### config.mk
export PLATFORM = sky130hd
export DESIGN_NAME = bridge_sequencer
export DESIGN_NICKNAME = d
export VERILOG_FILES = /design/src/rtl/bridge_pkg.sv /design/src/rtl/cmd_fifo.sv /design/src/rtl/bridge_sequencer.sv
export SDC_FILE = /design/constraint.sdc
export NUM_CORES = 1
export LEC_CHECK = 0
export BUFFER_PORTS_ARGS = -buffer_cell sky130_fd_sc_hd__buf_2
export CORE_AREA = 2 2 127 129
export CTS_BUF_LIST = sky130_fd_sc_hd__clkbuf_8
export CTS_CLUSTER_SIZE = 8
export DETAILED_ROUTE_END_ITERATION = 7
export DIE_AREA = 0 0 129 131
export PLACE_DENSITY = 0.73
export SETUP_SLACK_MARGIN = 0.3
export SLEW_MARGIN = 30
export SYNTH_ARGS = -nofsm -noshare
export SYNTH_HDL_FRONTEND = slang
export SYNTH_SLANG_ARGS = --single-unit
### constraint.sdc
create_clock -name clk -period 3 [get_ports clk]
set_input_delay 0 -clock clk [delete_from_list [all_inputs] [get_ports clk]]
set_output_delay 0 -clock clk [all_outputs]
set_load 0.005 [all_outputs]
### src/rtl/bridge_pkg.sv
// Shared types and defaults for the UART-to-core-bus bridge sequencer.
package bridge_pkg;

    localparam int unsigned ADDR_W = 16;
    localparam int unsigned DATA_W = 16;
    localparam int unsigned CNT_W  = 16;

    localparam int unsigned         TIMEOUT_DEFAULT      = 255;
    localparam logic [DATA_W-1:0]   TIMEOUT_DATA_DEFAULT = 16'h0000;

    typedef enum logic [1:0] {
        ST_IDLE      = 2'd0,
        ST_ISSUE     = 2'd1,
        ST_WAIT_READ = 2'd2,
        ST_RESPOND   = 2'd3
    } state_t;

    // Command entry: {rw, addr, data}, 33 bits.
    typedef struct packed {
        logic              rw;
        logic [ADDR_W-1:0] addr;
        logic [DATA_W-1:0] data;
    } cmd_t;

    localparam int unsigned CMD_W = $bits(cmd_t);

endpackage

### src/rtl/cmd_fifo.sv
// First-word-fall-through command FIFO; a push is accepted when full if a pop happens in the same cycle.
module cmd_fifo
    import bridge_pkg::*;
#(
    parameter int unsigned DEPTH = 4
) (
    input  logic clk,
    input  logic rst,
    input  logic push,
    input  cmd_t push_data,
    input  logic pop,
    output cmd_t head_c,
    output logic full_c,
    output logic empty_c
);

    localparam int unsigned AW = $clog2(DEPTH);
    localparam int unsigned CW = AW + 1;

    cmd_t           mem [DEPTH];
    logic [AW-1:0]  wr_ptr;
    logic [AW-1:0]  rd_ptr;
    logic [CW-1:0]  count;
    logic           do_push;
    logic           do_pop;

    assign full_c  = (count == CW'(DEPTH));
    assign empty_c = (count == '0);
    assign head_c  = mem[rd_ptr];
    assign do_pop  = pop && !empty_c;
    assign do_push = push && (!full_c || do_pop);

    // Storage array; no reset needed since occupancy is tracked by count.
    always_ff @(posedge clk) begin
        if (do_push) begin
            mem[wr_ptr] <= push_data;
        end
    end

    // Pointers and occupancy; depth is a power of two so pointers wrap naturally.
    always_ff @(posedge clk) begin
        if (rst) begin
            wr_ptr <= '0;
            rd_ptr <= '0;
            count  <= '0;
        end else begin
            if (do_push) begin
                wr_ptr <= wr_ptr + AW'(1);
            end
            if (do_pop) begin
                rd_ptr <= rd_ptr + AW'(1);
            end
            count <= count + CW'(do_push) - CW'(do_pop);
        end
    end

endmodule

### src/rtl/bridge_sequencer.sv
// Sequences UART-decoded commands onto the core bus, one at a time, returning read results to the TX bridge.
module bridge_sequencer
    import bridge_pkg::*;
#(
    parameter int unsigned        DEPTH        = 4,
    parameter int unsigned        TIMEOUT      = TIMEOUT_DEFAULT,
    parameter logic [DATA_W-1:0]  TIMEOUT_DATA = TIMEOUT_DATA_DEFAULT
) (
    input  logic              clk,
    input  logic              rst,
    input  logic [ADDR_W-1:0] rx_addr_i,
    input  logic [DATA_W-1:0] rx_data_i,
    input  logic              rx_rw_i,
    input  logic              rx_valid_i,
    output logic [ADDR_W-1:0] bus_addr_o,
    output logic [DATA_W-1:0] bus_data_o,
    output logic              bus_rw_o,
    output logic              bus_valid_o,
    input  logic [DATA_W-1:0] bus_rdata_i,
    input  logic              bus_rvalid_i,
    output logic [DATA_W-1:0] tx_data_o,
    output logic              tx_valid_o,
    input  logic              tx_ready_i,
    output logic              overflow_o,
    output logic              timeout_o
);

    // Expiry fires on the cycle the counter would step onto TIMEOUT-1.
    localparam logic [CNT_W:0] EXPIRE_AT = (CNT_W+1)'(TIMEOUT) - (CNT_W+1)'(1);

    state_t            state_q, state_d;
    logic [CNT_W-1:0]  cnt_q, cnt_d;
    logic [ADDR_W-1:0] bus_addr_q, bus_addr_d;
    logic [DATA_W-1:0] bus_data_q, bus_data_d;
    logic              bus_rw_q, bus_rw_d;
    logic              bus_valid_q, bus_valid_d;
    logic [DATA_W-1:0] tx_data_q, tx_data_d;
    logic              tx_valid_q, tx_valid_d;
    logic              timeout_q, timeout_d;
    logic              overflow_q;

    cmd_t              rx_cmd_c;
    cmd_t              head_c;
    logic              full_c;
    logic              empty_c;
    logic              push_c;
    logic              pop_c;
    logic              expire_c;

    assign rx_cmd_c = '{rw: rx_rw_i, addr: rx_addr_i, data: rx_data_i};
    assign push_c   = rx_valid_i && !rst;
    assign expire_c = ((CNT_W+1)'(cnt_q) + (CNT_W+1)'(1)) >= EXPIRE_AT;

    cmd_fifo #(
        .DEPTH (DEPTH)
    ) u_cmd_fifo (
        .clk       (clk),
        .rst       (rst),
        .push      (push_c),
        .push_data (rx_cmd_c),
        .pop       (pop_c),
        .head_c    (head_c),
        .full_c    (full_c),
        .empty_c   (empty_c)
    );

    // State and output registers; reset abandons any in-flight transaction.
    always_ff @(posedge clk) begin
        if (rst) begin
            state_q     <= ST_IDLE;
            cnt_q       <= '0;
            bus_addr_q  <= '0;
            bus_data_q  <= '0;
            bus_rw_q    <= 1'b0;
            bus_valid_q <= 1'b0;
            tx_data_q   <= '0;
            tx_valid_q  <= 1'b0;
            timeout_q   <= 1'b0;
        end else begin
            state_q     <= state_d;
            cnt_q       <= cnt_d;
            bus_addr_q  <= bus_addr_d;
            bus_data_q  <= bus_data_d;
            bus_rw_q    <= bus_rw_d;
            bus_valid_q <= bus_valid_d;
            tx_data_q   <= tx_data_d;
            tx_valid_q  <= tx_valid_d;
            timeout_q   <= timeout_d;
        end
    end

    // Sticky drop flag: a command arrived with the FIFO full and no pop to make room.
    always_ff @(posedge clk) begin
        if (rst) begin
            overflow_q <= 1'b0;
        end else if (rx_valid_i && full_c && !pop_c) begin
            overflow_q <= 1'b1;
        end
    end

    // Next-state and next-output logic.
    always_comb begin
        state_d     = state_q;
        cnt_d       = cnt_q;
        bus_addr_d  = '0;
        bus_data_d  = '0;
        bus_rw_d    = 1'b0;
        bus_valid_d = 1'b0;
        tx_data_d   = tx_data_q;
        tx_valid_d  = tx_valid_q;
        timeout_d   = 1'b0;
        pop_c       = 1'b0;

        case (state_q)
            ST_IDLE: begin
                if (!empty_c) begin
                    state_d     = ST_ISSUE;
                    bus_valid_d = 1'b1;
                    bus_addr_d  = head_c.addr;
                    bus_data_d  = head_c.data;
                    bus_rw_d    = head_c.rw;
                end
            end
            ST_ISSUE: begin
                pop_c   = 1'b1;
                cnt_d   = '0;
                state_d = bus_rw_q ? ST_IDLE : ST_WAIT_READ;
            end
            ST_WAIT_READ: begin
                if (bus_rvalid_i) begin
                    state_d    = ST_RESPOND;
                    tx_valid_d = 1'b1;
                    tx_data_d  = bus_rdata_i;
                end else if (expire_c) begin
                    state_d    = ST_RESPOND;
                    tx_valid_d = 1'b1;
                    tx_data_d  = TIMEOUT_DATA;
                    timeout_d  = 1'b1;
                end else begin
                    cnt_d = cnt_q + CNT_W'(1);
                end
            end
            ST_RESPOND: begin
                if (tx_ready_i) begin
                    state_d    = ST_IDLE;
                    tx_valid_d = 1'b0;
                    tx_data_d  = '0;
                end
            end
            default: begin
                state_d = ST_IDLE;
            end
        endcase
    end

    assign bus_addr_o  = bus_addr_q;
    assign bus_data_o  = bus_data_q;
    assign bus_rw_o    = bus_rw_q;
    assign bus_valid_o = bus_valid_q;
    assign tx_data_o   = tx_data_q;
    assign tx_valid_o  = tx_valid_q;
    assign overflow_o  = overflow_q;
    assign timeout_o   = timeout_q;

endmodule

# ---- Word level (Yosys, flattened, before mapping)
# Memory sizes are Yosys's and may differ from the RTL's. A register that Yosys moved wholly into a read port is not among the register bits.
# Cells that the tools add are included.
dict set report word_totals {
  romBits 0
  ramBits 132
  output_inout_bits 53
  n_memories 1
  word_cells 71
  regBits 45
  latch_bits 0
  input_bits 54
}
# memory depth word_bits read_ports rd_ports_with_merged_regs wr line_no
set memory_table {}
lappend memory_table {u_cmd_fifo.mem 4 33 1 1 1 cmd_fifo.sv:20} ;# cmd_t mem [DEPTH];
dict set report classes {
  n_addsub 6
  muxes 22
  n_eq_ne 9
  n_bitwise 2
  n_div 0
  n_reduce_logical 20
  order_cmp 1
  multipliers 0
  shifts 0
}
# cell n
set op_table {}
lappend op_table {{$mux W16} 5}
lappend op_table {{$pmux W16 S2} 2}
lappend op_table {{$add A16 B1 Y17 const B} 1}
lappend op_table {{$ge A17 B8 Y1 const B} 1}
lappend op_table {{$add A16 B1 Y16 const B} 1}
lappend op_table {{$mux W2} 5}
lappend op_table {{$reduce_and A3 Y1} 3}
lappend op_table {{$mux W1} 8}
lappend op_table {{$ne A2 B2 Y1 const B} 4}
lappend op_table {{$pmux W2 S4} 1}
lappend op_table {{$reduce_or A3 Y1} 2}
lappend op_table {{$logic_and A1 B1 Y1} 5}
lappend op_table {{$add A2 B1 Y2 const B} 2}
lappend op_table {{$eq A2 B2 Y1 const B} 2}
lappend op_table {{$logic_not A1 Y1} 4}
lappend op_table {{$reduce_bool A2 Y1} 2}
lappend op_table {{$add A3 B1 Y3} 1}
lappend op_table {{$eq A3 B3 Y1 const B} 1}
lappend op_table {{$logic_not A3 Y1} 1}
lappend op_table {{$ne A3 B3 Y1 const B} 1}
lappend op_table {{$sub A3 B1 Y3} 1}
lappend op_table {{$eq A2 B1 Y1 const B} 1}
lappend op_table {{$logic_not A2 Y1} 1}
lappend op_table {{$not A1 Y1} 2}
lappend op_table {{other kinds (3)} 3}

# ---- Longest topological paths before layout
# Gate-level depths: netlist of run 1.
dict set report depth {
  word_depth 7
  mapped_depth 10
  ltp_nobuf 10
}

# ---- Hierarchy
# From an unflattened synthesis of run 1, not the netlist that was laid out.
dict set report hier_totals {
  hier_cells 487
  area_unflattened_um2 8109.0
}
# mod cells_per_inst instances area_each_um2
set by_module_without_submodules {}
lappend by_module_without_submodules {cmd_fifo 220 1 5376.4}
lappend by_module_without_submodules {bridge_sequencer 267 1 2732.6}

# ---- Worst setup path after synthesis of run 1
# Ideal clock, no wire load.
dict set report synth_path {
  path_type {reg-to-reg}
  startpoint {register cnt_q[0]}
  endpoint {register cnt_q[3]}
  setup_time_ps 123
  arrival_ps 2243
  path_buffers 0
  t_required_ps 2877
  setup_slack_ps 634
  path_stages_with_launch 8
  period_less_slack_ps 2366
  cell_sequence {dfxtp_1 -> ha_1 -> nand3_1 -> nor4_2 -> xor2_1 -> or4_1 -> nor3_2 -> mux2_1}
}
dict set report synth_via {
  elab_chain_cells 4
  word_cells_on_any_way 8
}
# item line_no
set synth_lines {}
lappend synth_lines {{from (decl)} bridge_sequencer.sv:32} ;# logic [CNT_W-1:0] cnt_q, cnt_d;
lappend synth_lines {{from (signal assigned)} bridge_sequencer.sv:81} ;# cnt_q <= cnt_d;
lappend synth_lines {{$add A16 B1 Y17 or $add A16 B1 Y16 (tied branches)} {bridge_sequencer.sv:52, bridge_sequencer.sv:140}}
lappend synth_lines {{$ge A17 B8 Y1 or $mux W16 (tied branches)} {bridge_sequencer.sv:52, bridge_sequencer.sv:134}}
lappend synth_lines {{$ne A2 B2 Y1 (no source line) or $mux W16 (tied branches)} -}
lappend synth_lines {{$reduce_and A3 Y1 (no source line) or $pmux W16 S2 (tied branches)} -}
# Parallel ways exist; a longest one is shown, timed or not. The select of a mux whose other input is x is not followed.
# A chain may end at the register's enable or synchronous reset.

# ---- Worst setup path in the final report of run 1
dict set report layout_path {
  startpoint {register cnt_q[0]}
  endpoint {register cnt_q[5]}
}
# Same word-level chain as after synthesis.

==> flow_metrics.py, run 1 <==
metrics = {
    "placed_design": {
        "placement.setup.worst_slack_ns": 0.446,
        "final_weighted_congestion_in_routability_driven_placement": 0.824,
        "place_hpwl_um": 9060,
        "portBuffers": 106,
    },
    "critical_path": {
        "critical-path-max-stage-delay_ns": 0.77,
        "startpoint_type": "register",
        "critical-path-slowest-cell": "sky130_fd_sc_hd__nor4_1",
        "timing.critical_path.to_type": "register",
        "worst-path-max-fanout": 7,
        "worst_ep_arrival_time_ns": 3.01,
        "setup.worst_path.class": "register to register",
        "timing.critical_path.required_ns": 3.46,
        "crit_chain": "ha_1 > nand3_1 > nor4_2 > xor2_1 > nor4_1 > o211ai_1 > a21bo_2",
    },
    "sta": {
        "fin_crit_sh_pct": 85.1,
        "finClkSkew_ns": 0.0266,
        "worst-slew-pin-transition_ns": 0.951,
        "setup_repair_after_global_routing_missed_its_margin": "false",
        "finalSetupViolations": 0,
        "timing_hold_violations_final": 0,
        "max-slew-margin-rel_pct": 36.6,
        "timing.final.ws_setup_ns": 0.446,
        "finalSetupTns_ns": 0,
        "timing.fmax_mhz": 392,
        "slew_violations": 0,
        "final_min_period_ns": 2.55,
    },
    "routing": {
        "wl_per_cell_um": 16.6,
        "route.detailed.drc": 0,
        "route.antenna.remaining_nets": 0,
        "vias_per_cell": 5.16,
        "drtPass1Iterations": 4,
        "routed_wirelength_um": 15400,
        "detail_route.iter0.violations": 311,
        "vias": 4780,
    },
    "yosys": {
        "yosysUniqueCellTypes": 58,
        "yosysTopAreaCellShare_pct": 49.6,
        "postSynthCellCount": 504,
        "synth_seq_area_share_pct": 69.2,
        "syn-cell-area_mm2": 0.00799,
        "synth_seq_cells": 210,
        "post_synth.cell_area_avg_um2": 15.8,
        "ys_warn_count": 0,
        "synth.top_cells.by_area": "sky130_fd_sc_hd__edfxtp_1 (50%), sky130_fd_sc_hd__dfxtp_1 (20%), sky130_fd_sc_hd__mux4_2 (9.3%)",
        "ys_async_sr_fraction_pct": 0,
        "yosys-top-cells-count": "sky130_fd_sc_hd__edfxtp_1 (132), sky130_fd_sc_hd__dfxtp_1 (78), sky130_fd_sc_hd__nor2b_1 (37), sky130_fd_sc_hd__mux4_2 (33), sky130_fd_sc_hd__nand2_1 (29)",
        "synthDominantAreaCellType": "sky130_fd_sc_hd__edfxtp_1",
        "synth-edff-count": 132,
        "synth_most_common_cell": "sky130_fd_sc_hd__edfxtp_1",
        "synth_top_flop_cell": "sky130_fd_sc_hd__edfxtp_1",
        "postSynthNetCount": 567,
    },
    "finish": {
        "multiInputGateArea_mm2": 0.00233,
        "fill_cells": 1152,
        "post_route_cells_drive_above_1_share_pct": 31.0,
        "num_antenna_cells": 0,
        "finish.net_count": 748,
        "area_grow_syn2layout_pct": 25.0,
        "area.sequential_mm2": 0.00553,
        "finish.utilization_pct": 64.0,
    },
    "clock_tree": {
        "insertion_delay_ns": 0.52,
        "cts_htree_levels": 2,
        "clockRootBuffer": "sky130_fd_sc_hd__clkbuf_8",
        "clock-sinks": 210,
        "tritoncts.num_buffers": 35,
        "cts.reportedPaths.clkPinSlew_ns": 0.06,
        "post-cts-setup-buffers": 0,
        "cts_tree": "done",
        "clock_tree.buffer_depth": 3,
    },
    "floorplanning": {
        "die_height_um": 131,
        "core_area_mm2": 0.0156,
        "fp_rows": 46,
        "die-width_um": 129,
        "initial_core_util_pct": 51.2,
        "io_pins": 107,
        "floorplan.die_area_mm2": 0.0169,
    },
    "global_route": {
        "largest_net_degree_at_the_start_of_global_routing": 36,
        "globalRoute.totalOverflow": 0,
        "first_pass_grt_wire_length_um": 24300,
        "grtUsageTotal_pct": 18.5,
        "grt_pass1_vias": 4936,
        "antenna_found_initial": 0,
    },
    "min_path": {
        "min_path_type": "primary input to register",
    },
    "power": {
        "power_switching_mw": 1.81,
        "combinationalPowerShare_pct": 16.6,
        "power.share.clock_pct": 32.7,
        "post-layout-total-power_mw": 6.88,
        "peakVddDrop_uv": 462,
        "power_report.internal_total_mw": 5.07,
        "leak_pwr_nw": 3.73,
        "p_sw_share_pct": 26.3,
        "seq_power_share_pct": 50.7,
        "p_per_area_mw_per_mm2": 690,
    },
    "run_status": {
        "run_status": "completed",
    },
    "job": {
        "cap_violations": 0,
    },
}
per-layer routing:
metal  global-route usage [%]  vias to the layer above  part of all wire [%]
met5                        0                        -                     0
met4                     7.35                        0                   1.9
met3                     4.07                       27                   4.6
met2                     32.9                      124                    51
met1                     22.1                     2354                    42
li1                         -                     2275                     -
area by class of cell:
type / instances / area share [%]
clock buffer: 38 / 5.24
clock inverter: 24 / 1.12
inverter: 11 / 0.414
multi-input combinational: 260 / 23.4
sequential: 210 / 55.4
tap: 216 / 2.71
timing repair buffer: 167 / 11.7
what timing repair did:
item                                    in CTS  in global routing
hold endpoints to repair                   157                  0
hold buffers                                53                  0
resized for setup                            0                  3
endpoints found under the setup margin       0                 31
cells by family (layout without fill, tap and decap cells):
logic type | Yosys count | after routing | share of synthesized area, %
buffers and inverters | 34 | 240 | 1.79
and+or+nand+nor | 143 | 143 | 10.4
adders and majority gates | 9 | 9 | 1.50
AOI/OAI and AO/OA | 63 | 63 | 6.38
xor gates and xnor gates | 9 | 9 | 0.987
DFF | 210 | 210 | 69.2
muxes | 36 | 36 | 9.71
layout by cell type, fill, tap and decap left out, types with 5 or more instances in the layout:
cell type	netlist	layout
sky130_fd_sc_hd__dfxtp_1	78	74
sky130_fd_sc_hd__nor2_1	21	21
sky130_fd_sc_hd__mux4_2	33	33
sky130_fd_sc_hd__nand2_1	29	29
sky130_fd_sc_hd__ha_1	8	8
sky130_fd_sc_hd__dlygate4sd3_1	0	53
sky130_fd_sc_hd__and2_1	17	13
sky130_fd_sc_hd__a21oi_1	24	24
sky130_fd_sc_hd__xor2_1	5	5
sky130_fd_sc_hd__nor2b_1	37	37
sky130_fd_sc_hd__nand3_1	7	7
sky130_fd_sc_hd__inv_1	11	27
sky130_fd_sc_hd__nor4_1	5	5
sky130_fd_sc_hd__a311oi_2	9	9
sky130_fd_sc_hd__clkinv_1	0	5
sky130_fd_sc_hd__buf_2	3	106
sky130_fd_sc_hd__edfxtp_1	132	132
sky130_fd_sc_hd__clkbuf_8	0	38
sky130_fd_sc_hd__a311oi_1	7	7
power groups by stage:
stage | combinational, mW | sequential (mW) | clock, mW
6_report | 1.14 | 3.49 | 2.25
5_1_grt | 1.26 | 3.52 | 2.45
4_1_cts | 1.16 | 3.49 | 2.32
3_5_place_dp | 1.10 | 3.55 | 0
3_3_place_gp | 1.07 | 3.54 | 0
2_1_floorplan | 0.726 | 3.51 | 0
worst paths after layout:
check        slack [ns]                     to          from  cells past startpoint
max                0.45               cnt_q[5]      cnt_q[0]                      7
min                0.23  u_cmd_fifo.mem[0][19]  rx_addr_i[3]                      2
max reg2reg        0.45               cnt_q[5]      cnt_q[0]                      7
min reg2reg        0.47             overflow_o    overflow_o                      2
per-stage QoR:
stage               cells  cell area [um^2]  hold slack [ns]
CTS                   926              9970            0.198
floorplan             504              7990           0.0989
global placement      811              8800            0.209
detailed placement    811              8800            0.218
finish                926              9980            0.234
global route          926              9980            0.210
worst max-delay path, delay by kind of cell (launching register included):
family | cells | cell delay (ns)
simple gates | 3 | 1.25
fa+ha+maj | 1 | 0.23
xor+xnor | 1 | 0.21
flops | 1 | 0.41
compound gates | 2 | 0.39
flip-flops by register name, summed over array words and instances, names as in the netlist, named ones only:
name / count
bus_data_o: 16
bus_valid_o: 1
timeout_o: 1
state_q: 1
u_cmd_fifo.rd_ptr: 2
tx_valid_o: 1
bus_rw_o: 1
overflow_o: 1
u_cmd_fifo.wr_ptr: 2
bus_addr_o: 16
tx_data_o: 16
u_cmd_fifo.count: 3
u_cmd_fifo.mem: 132
cnt_q: 16
Note: power is estimated with default switching activity, not from simulation.
==> run 2, diff against run 1 <==
--- a/config.mk
+++ b/config.mk
@@ -6,12 +6,11 @@
 export NUM_CORES = 1
 export LEC_CHECK = 0
 export BUFFER_PORTS_ARGS = -buffer_cell sky130_fd_sc_hd__buf_2
-export CORE_AREA = 2 2 127 129
+export CORE_AREA = 2 2 159 161
 export CTS_BUF_LIST = sky130_fd_sc_hd__clkbuf_8
 export CTS_CLUSTER_SIZE = 8
 export DETAILED_ROUTE_END_ITERATION = 7
-export DIE_AREA = 0 0 129 131
-export PLACE_DENSITY = 0.73
+export DIE_AREA = 0 0 161 163
 export SETUP_SLACK_MARGIN = 0.3
 export SLEW_MARGIN = 30
 export SYNTH_ARGS = -nofsm -noshare
==> flow_metrics.py, run 2 (same netlist as run 1, synthesis figures left out) <==
metrics = {
    "sta": {
        "setup_repair_after_global_routing_missed_its_margin": "false",
        "finalSetupTns_ns": 0,
        "max-slew-margin-rel_pct": 43.9,
        "slew_violations": 0,
        "timing_hold_violations_final": 0,
        "finClkSkew_ns": 0.0225,
        "final_min_period_ns": 2.53,
        "timing.fmax_mhz": 396,
        "final.hold.worst_slack_ns": 0.227,
        "worst-slew-pin-transition_ns": 0.841,
        "fin_crit_sh_pct": 84.2,
        "finalSetupViolations": 0,
    },
    "finish": {
        "top_register": "u_cmd_fifo.mem",
        "area_grow_syn2layout_pct": 27.4,
        "layout.cells.most_common_list": "sky130_fd_sc_hd__edfxtp_1 (132), sky130_fd_sc_hd__buf_2 (106), sky130_fd_sc_hd__dfxtp_1 (74)",
        "area.sequential_mm2": 0.00553,
        "largest_register_ffs": 132,
        "layout.cells.most_common": "sky130_fd_sc_hd__edfxtp_1",
        "fill_cells": 2314,
        "multiInputGateArea_mm2": 0.00236,
        "finish.net_count": 750,
        "num_antenna_cells": 0,
        "post_route_cells_drive_above_1_share_pct": 31.5,
    },
    "clock_tree": {
        "cts_tree": "done",
        "post-cts-setup-buffers": 0,
        "cts.reportedPaths.clkPinSlew_ns": 0.06,
        "clockRootBuffer": "sky130_fd_sc_hd__clkbuf_8",
        "clock-sinks": 210,
        "insertion_delay_ns": 0.52,
        "clock_tree.buffer_depth": 3,
        "cts_htree_levels": 2,
        "tritoncts.num_buffers": 36,
    },
    "routing": {
        "vias": 4799,
        "route.antenna.remaining_nets": 0,
        "route.detailed.drc": 0,
        "drtPass1Iterations": 6,
        "detail_route.iter0.violations": 268,
        "wl_per_cell_um": 15.7,
        "vias_per_cell": 4.59,
        "routed_wirelength_um": 16500,
    },
    "power": {
        "power_switching_mw": 1.84,
        "p_sw_share_pct": 26.6,
        "p_per_area_mw_per_mm2": 680,
        "combinationalPowerShare_pct": 16.6,
        "power_report.internal_total_mw": 5.07,
        "seq_power_share_pct": 50.5,
        "leak_pwr_nw": 3.78,
        "peakVddDrop_uv": 329,
        "power.share.clock_pct": 32.9,
    },
    "floorplanning": {
        "io_pins": 107,
        "initial_core_util_pct": 32.4,
        "fp_rows": 58,
        "die-width_um": 161,
        "core_area_mm2": 0.0247,
        "floorplan.die_area_mm2": 0.0262,
        "die_height_um": 163,
    },
    "job": {
        "cap_violations": 0,
    },
    "min_path": {
        "hold_path_startpoint": "rx_addr_i[2]",
        "worst_hold_path.num_cells": 2,
        "min_path_type": "primary input to register",
    },
    "critical_path": {
        "timing.critical_path.required_ns": 3.40,
        "worstSetupStartpoint": "cnt_q[0]",
        "startpoint_type": "register",
        "timing.critical_path.to_type": "register",
        "critical_path.reg2reg.startpoint": "cnt_q[0]",
        "worst_ep_arrival_time_ns": 2.92,
        "worst-path-max-fanout": 7,
        "setup.worst_path.class": "register to register",
        "timing.reg2reg.worst_path_depth": 7,
    },
    "global_route": {
        "globalRoute.totalOverflow": 0,
        "met1_usage_grt_pct": 14.5,
        "grtUsageTotal_pct": 12.3,
        "gr-usage-met2_pct": 21.6,
        "grt_most_used_layer": "met2",
        "grt_pass1_vias": 5167,
        "largest_net_degree_at_the_start_of_global_routing": 36,
        "antenna_found_initial": 0,
        "m3_gr_usage_pct": 2.90,
        "first_pass_grt_wire_length_um": 25700,
    },
    "placed_design": {
        "place_hpwl_um": 9880,
        "portBuffers": 106,
        "final_weighted_congestion_in_routability_driven_placement": 0.800,
    },
    "run_status": {
        "run_status": "completed",
    },
}
run 2: cell count changes in the layout (fill, tap and decap cells not counted), sizes merged:
cell	change
clkinvlp	-1
clkinv	+1
buf	+1
inv	+4
run 2: metal layers:
layer | vias up | share of wire, %
met4 | 0 | 3.1
met3 | 39 | 3.7
met5 | - | 0
met2 | 97 | 52
li1 | 2279 | -
met1 | 2384 | 42
run 2: what timing repair did:
item | 4_1_cts | 5_1_grt
endpoints found under the hold margin | 158 | 0
hold buffers | 53 | 0
setup endpoints to repair | 0 | 31
resized for setup | 0 | 7
run 2: critical path, cell delays in order (launching register included):
cell and delay (ns):
sky130_fd_sc_hd__dfxtp_2 0.41, sky130_fd_sc_hd__ha_1 0.23, sky130_fd_sc_hd__nand3_1 0.21, sky130_fd_sc_hd__nor4_4 0.30, sky130_fd_sc_hd__xor2_2 0.17, sky130_fd_sc_hd__or4_1 0.56, sky130_fd_sc_hd__nor3_2 0.19, sky130_fd_sc_hd__mux2_1 0.33
run 2: per-stage QoR:
| stage | power, mW | std cells | util, % | instance area (um^2) | setup WS, ns |
|---|---|---|---|---|---|
| 5_1_grt | 7.26 | 1045 | 41.2 | 10200 | 0.291 |
| 3_5_place_dp | 4.66 | 926 | 36.3 | 8960 | 0.388 |
| 6_report | 6.91 | 1045 | 41.2 | 10200 | 0.474 |
| 3_3_place_gp | 4.62 | 926 | 36.3 | 8950 | 0.487 |
| 2_1_floorplan | 4.23 | 504 | - | 7990 | 0.634 |
| 4_1_cts | 7.03 | 1045 | 41.1 | 10100 | 0.386 |
run 2: power by group through the flow:
stage,registers [mW],clock network [mW],logic [mW]
6_report,3.49,2.28,1.15
5_1_grt,3.52,2.48,1.26
4_1_cts,3.49,2.37,1.17
3_5_place_dp,3.55,0,1.11
3_3_place_gp,3.54,0,1.08
2_1_floorplan,3.51,0,0.726
run 2: final cells by class:
| type | count | share of cell area (%) |
|---|---|---|
| clock buffers | 38 | 5.14 |
| repair buffers | 168 | 11.6 |
| inverters | 11 | 0.406 |
| flip-flops and latches | 210 | 54.4 |
| well taps | 330 | 4.06 |
| multi-input cells | 260 | 23.2 |
| clock inverters | 28 | 1.19 |
run 2: path summary, 6_finish.rpt:
path / to / slack, ns
worst min-delay path: u_cmd_fifo.mem[2][18] / 0.23
worst min register to register: overflow_o / 0.49
worst max-delay path: cnt_q[3] / 0.47
worst max register to register: cnt_q[3] / 0.47
